==> config.mk <==
export PLATFORM = sky130hd
export DESIGN_NAME = tmplt_rom_loader
export DESIGN_NICKNAME = d
export VERILOG_FILES = /design/src/rtl/tmplt_pkg.sv /design/src/rtl/tmplt_rgn_decode.sv /design/src/rtl/tmplt_rom_loader.sv
export SDC_FILE = /design/constraint.sdc
export NUM_CORES = 1
export LEC_CHECK = 0
export BUFFER_PORTS_ARGS = -buffer_cell sky130_fd_sc_hd__buf_2
export CORE_MARGIN = 3
export CORE_UTILIZATION = 50
export CTS_CLUSTER_DIAMETER = 50
export DETAILED_ROUTE_END_ITERATION = 10
export PLACE_DENSITY_LB_ADDON = 0.15
export SYNTH_ARGS = -nofsm -noshare
export SYNTH_HDL_FRONTEND = slang
export SYNTH_HIERARCHICAL = 1
export SYNTH_SLANG_ARGS = --single-unit
==> constraint.sdc <==
create_clock -name clk_sys -period 4.1 [get_ports clk_sys]
set_input_delay 0.41 -clock clk_sys [delete_from_list [all_inputs] [get_ports clk_sys]]
set_output_delay 0.41 -clock clk_sys [all_outputs]
set_load 0.1 [all_outputs]
==> src/rtl/tmplt_pkg.sv <==
// Shared definitions for the Time Pilot ROM loader and the core's ROM
// instantiations.
//   - state_t        : loader FSM states
//   - RGN_*          : bit index of each ROM region in the one-hot write enable
//   - DEF_*_BASE/SIZE: default image layout (byte addresses / sizes)
package tmplt_pkg;

    typedef enum logic [1:0] {
        ST_BOOT,
        ST_LOAD,
        ST_HOLD,
        ST_RUN
    } state_t;

    localparam int NUM_RGN  = 5;
    localparam int RGN_CPU  = 0;
    localparam int RGN_SND  = 1;
    localparam int RGN_CHR  = 2;
    localparam int RGN_SPR  = 3;
    localparam int RGN_PROM = 4;

    localparam logic [15:0] DEF_SND_BASE  = 16'h6000;
    localparam logic [15:0] DEF_CHR_BASE  = 16'h7000;
    localparam logic [15:0] DEF_SPR_BASE  = 16'h9000;
    localparam logic [15:0] DEF_PROM_BASE = 16'hD000;
    localparam logic [15:0] DEF_TOTAL     = 16'hD240;
    localparam int          DEF_HOLD_CYCLES = 1024;

    localparam logic [15:0] DEF_CPU_SIZE  = DEF_SND_BASE;
    localparam logic [15:0] DEF_SND_SIZE  = DEF_CHR_BASE - DEF_SND_BASE;
    localparam logic [15:0] DEF_CHR_SIZE  = DEF_SPR_BASE - DEF_CHR_BASE;
    localparam logic [15:0] DEF_SPR_SIZE  = DEF_PROM_BASE - DEF_SPR_BASE;
    localparam logic [15:0] DEF_PROM_SIZE = DEF_TOTAL - DEF_PROM_BASE;

endpackage

==> src/rtl/tmplt_rgn_decode.sv <==
// Combinational ROM region decoder.
// Ports:
//   addr   in  25 : ioctl byte address
//   valid  out 1  : address lies inside the image (upper bits clear, < TOTAL)
//   rgn    out 5  : one-hot region {prom, spr, chr, snd, cpu}; 0 when invalid
//   offset out 16 : address relative to the region base; 0 when invalid
module tmplt_rgn_decode
    import tmplt_pkg::*;
#(
    parameter logic [15:0] SND_BASE  = DEF_SND_BASE,
    parameter logic [15:0] CHR_BASE  = DEF_CHR_BASE,
    parameter logic [15:0] SPR_BASE  = DEF_SPR_BASE,
    parameter logic [15:0] PROM_BASE = DEF_PROM_BASE,
    parameter logic [15:0] TOTAL     = DEF_TOTAL
) (
    input  logic [24:0]        addr,
    output logic               valid,
    output logic [NUM_RGN-1:0] rgn,
    output logic [15:0]        offset
);

    logic [15:0] lo;
    assign lo = addr[15:0];

    always_comb begin
        valid  = (addr[24:16] == 9'd0) && (lo < TOTAL);
        rgn    = '0;
        offset = '0;
        if (valid) begin
            // Highest base not above the address wins.
            if (lo >= PROM_BASE) begin
                rgn[RGN_PROM] = 1'b1;
                offset        = lo - PROM_BASE;
            end else if (lo >= SPR_BASE) begin
                rgn[RGN_SPR] = 1'b1;
                offset       = lo - SPR_BASE;
            end else if (lo >= CHR_BASE) begin
                rgn[RGN_CHR] = 1'b1;
                offset       = lo - CHR_BASE;
            end else if (lo >= SND_BASE) begin
                rgn[RGN_SND] = 1'b1;
                offset       = lo - SND_BASE;
            end else begin
                rgn[RGN_CPU] = 1'b1;
                offset       = lo;
            end
        end
    end

endmodule

==> src/rtl/tmplt_rom_loader.sv <==
// ROM download router and core reset sequencer for the Time Pilot core.
// Routes each ioctl byte to one of five ROM regions, counts strobes, and only
// releases the core from reset after a complete, in-range image plus a fixed
// settle hold.
// Ports:
//   clk_sys        in  1  : system clock
//   reset          in  1  : synchronous active-high reset
//   ioctl_download in  1  : download active
//   ioctl_wr       in  1  : one-cycle byte strobe
//   ioctl_addr     in  25 : byte address
//   ioctl_dout     in  8  : byte data
//   dn_addr        out 16 : region-relative address (registered)
//   dn_data        out 8  : byte data (registered)
//   dn_we          out 5  : one-hot write enable {prom, spr, chr, snd, cpu}
//   core_reset     out 1  : core held in reset unless running
//   load_done      out 1  : image loaded and hold expired
//   load_err       out 1  : last download short or contained out-of-range bytes
module tmplt_rom_loader
    import tmplt_pkg::*;
#(
    parameter logic [15:0] SND_BASE    = DEF_SND_BASE,
    parameter logic [15:0] CHR_BASE    = DEF_CHR_BASE,
    parameter logic [15:0] SPR_BASE    = DEF_SPR_BASE,
    parameter logic [15:0] PROM_BASE   = DEF_PROM_BASE,
    parameter logic [15:0] TOTAL       = DEF_TOTAL,
    parameter int          HOLD_CYCLES = DEF_HOLD_CYCLES
) (
    input  logic               clk_sys,
    input  logic               reset,
    input  logic               ioctl_download,
    input  logic               ioctl_wr,
    input  logic [24:0]        ioctl_addr,
    input  logic [7:0]         ioctl_dout,
    output logic [15:0]        dn_addr,
    output logic [7:0]         dn_data,
    output logic [NUM_RGN-1:0] dn_we,
    output logic               core_reset,
    output logic               load_done,
    output logic               load_err
);

    localparam int HW = (HOLD_CYCLES > 1) ? $clog2(HOLD_CYCLES) : 1;

    state_t             state, state_nxt;
    logic [15:0]        cnt, cnt_upd;
    logic               over, over_upd;
    logic [HW-1:0]      hold_cnt;
    logic               wr_ok, wr_bad, enter_load;
    logic               dec_valid;
    logic [NUM_RGN-1:0] dec_rgn;
    logic [15:0]        dec_off;

    tmplt_rgn_decode #(
        .SND_BASE  (SND_BASE),
        .CHR_BASE  (CHR_BASE),
        .SPR_BASE  (SPR_BASE),
        .PROM_BASE (PROM_BASE),
        .TOTAL     (TOTAL)
    ) u_decode (
        .addr   (ioctl_addr),
        .valid  (dec_valid),
        .rgn    (dec_rgn),
        .offset (dec_off)
    );

    always_ff @(posedge clk_sys) begin
        if (reset) state <= ST_BOOT;
        else       state <= state_nxt;
    end

    always_comb begin
        state_nxt  = state;
        wr_ok      = (state == ST_LOAD) && ioctl_wr && dec_valid;
        wr_bad     = (state == ST_LOAD) && ioctl_wr && !dec_valid;
        // A strobe arriving with the falling download is counted before the
        // completeness check, so the check looks at the updated values.
        cnt_upd    = (wr_ok && cnt != 16'hFFFF) ? cnt + 16'd1 : cnt;
        over_upd   = over | wr_bad;
        case (state)
            ST_BOOT: if (ioctl_download) state_nxt = ST_LOAD;
            ST_LOAD: begin
                if (!ioctl_download) begin
                    if (cnt_upd >= TOTAL && !over_upd) state_nxt = ST_HOLD;
                    else                                state_nxt = ST_BOOT;
                end
            end
            ST_HOLD: begin
                if (ioctl_download)       state_nxt = ST_LOAD;
                else if (hold_cnt == '0)  state_nxt = ST_RUN;
            end
            ST_RUN:  if (ioctl_download) state_nxt = ST_LOAD;
            default: state_nxt = ST_BOOT;
        endcase
        enter_load = (state != ST_LOAD) && (state_nxt == ST_LOAD);
    end

    always_ff @(posedge clk_sys) begin
        if (reset) begin
            cnt      <= '0;
            over     <= 1'b0;
            load_err <= 1'b0;
            hold_cnt <= '0;
            dn_we    <= '0;
            dn_addr  <= '0;
            dn_data  <= '0;
        end else begin
            dn_we <= wr_ok ? dec_rgn : '0;
            if (wr_ok) begin
                dn_addr <= dec_off;
                dn_data <= ioctl_dout;
            end

            if (enter_load) begin
                cnt      <= '0;
                over     <= 1'b0;
                load_err <= 1'b0;
            end else if (state == ST_LOAD) begin
                cnt  <= cnt_upd;
                over <= over_upd;
                if (state_nxt == ST_BOOT) load_err <= 1'b1;
            end

            if (state == ST_LOAD && state_nxt == ST_HOLD)
                hold_cnt <= HW'(HOLD_CYCLES - 1);
            else if (state == ST_HOLD && hold_cnt != '0)
                hold_cnt <= hold_cnt - HW'(1);
        end
    end

    // Reset gating keeps the core parked for the whole reset pulse, even when
    // the FSM was in RUN when reset arrived.
    assign core_reset = reset | (state != ST_RUN);
    assign load_done  = ~reset & (state == ST_RUN);

endmodule

==> results.ini <==
[outcome]
status=finished clean

[timing]
rsz0062_at_grt=false
worstMarginPinSlew_ns=0.788
fin_skew_ns=0.00420
slew_headroom_pct=47.5
final.setup.tns_ns=0
hold_viol=0
drv_slew=0
fin_crit_sh_pct=85.4
fmax_ghz=0.286
setup_slack_ns=0.600
final-setup-viol-count=0
fin_crit_ns=3.50

[setup_path]
worst-r2r-cell-count=9
path_delay_family=compound AO/OA/AOI/OAI gates
required_ns=4.28
rrSetupSlack_ns=1.14
setup.worst_path.start_class=primary input
worst-path-max-fanout=11
slowest_stage=a2111oi_1
reg2reg_to=hold_cnt[3]
critical_path_class=in2reg
cp_num_buf_inv=4
cp-end-kind=register
crit_arrival_ns=3.68
r2r_start=state[0]
max_stage_delay_ns=0.55
crit_chain=buf_2, inv_1, ha_1, o21a_1, a311oi_2, o2111ai_2, clkinv_1, nand3_1, nor3_2, nand4_1, a2111oi_1, o41ai_2, o21ai_1, buf_4, a31oi_2

[global_routing]
grt_pass1_wl_um=13800
grt_pass1_vias=2939
antenna_found_initial=0
grt_start_max_net_pins=41
grtUsageTotal_pct=20.2
grt.overflow.total=0

[floorplanning]
die_w_um=90.0
die_h_um=90.0
coreArea_mm2=0.00660
initial_core_util_pct=53.4
fp.dieArea_mm2=0.00810
rows=29
io_pins=69

[route]
drt_first_pass_iters=5
drtIter0Drc=172
detail_route.wl_per_cell_um=13.9
ant_nets=0
vias_per_cell=5.38
drc_errors=0
drt_wl_total_um=8070
dr_total_vias=3116

[logic_synthesis]
yosysSeqAreaShare_pct=33.5
ys_ff_latch=59
ys_types=62
yosysTopAreaCell=dfxtp_1
synthCells=415
synth_edf_count=0
avgSynthCellArea_um2=8.50
synthArstFlopShare_pct=0
synth.net_count=466
ys.flop_type=dfxtp_1
synth_top_area_share_pct=33.5
synth.cell_area_mm2=0.00353
yosysWarningCount=6
synth_area_leaders=dfxtp_1, nand2_1, ha_1

[finish]
area_growth_pct=16.7
drive_above_1_share_pct=27.0
mostFrequentLayoutCell=buf_2
finalInstanceArea_mm2=0.00412
antenna_cells=0
fin_nets=532
most-common-layout-cells=buf_2, nand2_1, dfxtp_1, nor2_1, a21oi_1
final_util_pct=62.3

[clocking]
ctsRootBufferMaster=clkbuf_8
clkLatencyLatePin_ns=0.33
cts_setup_buffers=0
h-tree-depth=3
tritoncts.num_buffers=9
clkTransAtPathRegs_ns=0.07
cts_resized=0
ctsHoldBuffers=0
cts.sinks=59
clk_path_buf_depth=2
tritoncts=built

[worst_hold_path]
min_path_type=in2reg
min_to=dn_data[3]
worstHoldPathCells=3
min_from=ioctl_dout[3]

[placed_design]
io_buffers=68
dpl_cell_area_mm2=0.00392
gp_congestion=0.878
pre_cts_slack_ns=0.335
dp_hpwl_um=5940

[pwr]
leakage_nw=1.60
irDropWorstVdd_mv=0.200
power_density_mw_per_mm2=299

[flow_run]
maxCapViolations=0

==> routing by layer <==
layer	GRT usage, %	wire, um	up-vias
met5	0	0	-
met4	5.74	125	0
met3	5.01	344	12
met2	32.4	3750	78
met1	26.9	3840	1432
li1	-	-	1594
==> cells in the mapped netlist (7+ instances only) <==
| master | instances |
|---|---|
| nand2_1 | 66 |
| dfxtp_1 | 59 |
| a21oi_1 | 30 |
| nor2_1 | 30 |
| and2_1 | 18 |
| xnor2_1 | 15 |
| ha_1 | 14 |
| nor3_1 | 13 |
| a21o_1 | 12 |
| clkbuf_1 | 12 |
| inv_1 | 12 |
| nor2_4 | 10 |
| a31oi_2 | 8 |
| and3_1 | 8 |
| xor2_1 | 8 |
| nand3_1 | 7 |
==> area by class of cell <==
class	instances	area (um2)
Fill cell	610	2490
Multi-Input combinational cell	323	2180
Sequential cell	59	1180
Timing Repair Buffer	75	393
Clock buffer	11	141
Tap cell	93	116
Clock inverter	5	52.6
Inverter	13	48.8
==> worst max path at each step <==
stage                     cells past startpoint          end  slack (ns)           start
after detailed placement                     16  hold_cnt[3]        0.34  ioctl_addr[13]
after global placement                       16  hold_cnt[2]        0.52  ioctl_addr[13]
after floorplan                              15  hold_cnt[0]        0.77  ioctl_addr[13]
final                                        15  hold_cnt[3]        0.60  ioctl_addr[13]
after global routing                         16  hold_cnt[3]        0.33  ioctl_addr[13]
after CTS                                    16  hold_cnt[3]        0.66  ioctl_addr[13]
==> through the flow <==
step / power, mW / cells / hold slack, ns
6_report: 1.23 / 579 / 0.314
5_1_grt: 1.29 / 579 / 0.315
4_1_cts: 1.25 / 579 / 0.300
3_5_place_dp: 0.725 / 563 / 0.444
3_3_place_gp: 0.722 / 563 / 0.441
2_1_floorplan: 0.690 / 415 / 0.469
==> cells by family after synthesis <==
| logic type | count (synthesis) | share of synthesized area [%] |
|---|---|---|
| and+or+nand+nor | 201 | 31.8 |
| AOI/OAI and AO/OA | 81 | 18.2 |
| DFF | 59 | 33.5 |
| buffers and inverters | 33 | 4.65 |
| xor gates and xnor gates | 23 | 5.71 |
| adders and majority gates | 14 | 4.96 |
| muxes | 4 | 1.13 |
==> power breakdown <==
part | leakage, nW | switching, mW | internal [mW]
clock network | 0.0991 | 0.226 | 0.294
logic | 1.03 | 0.0868 | 0.0464
registers | 0.475 | 0.00367 | 0.576
==> sequential cells by signal (all words and copies together), names as in the netlist <==
| signal | flops |
|---|---|
| cnt | 16 |
| over | 1 |
| load_err | 1 |
| state | 2 |
| dn_data | 8 |
| hold_cnt | 10 |
| dn_addr | 16 |
| dn_we | 5 |
==> worst reg2reg max path, delay by kind of cell (launching register included) <==
kind	cells	cell delay (ns)
DFF	1	0.43
and+or+nand+nor	3	0.80
AOI/OAI and AO/OA	4	1.01
adders and majority gates	1	0.32
buffers and inverters	1	0.24
(Power assumes the default switching activity.)
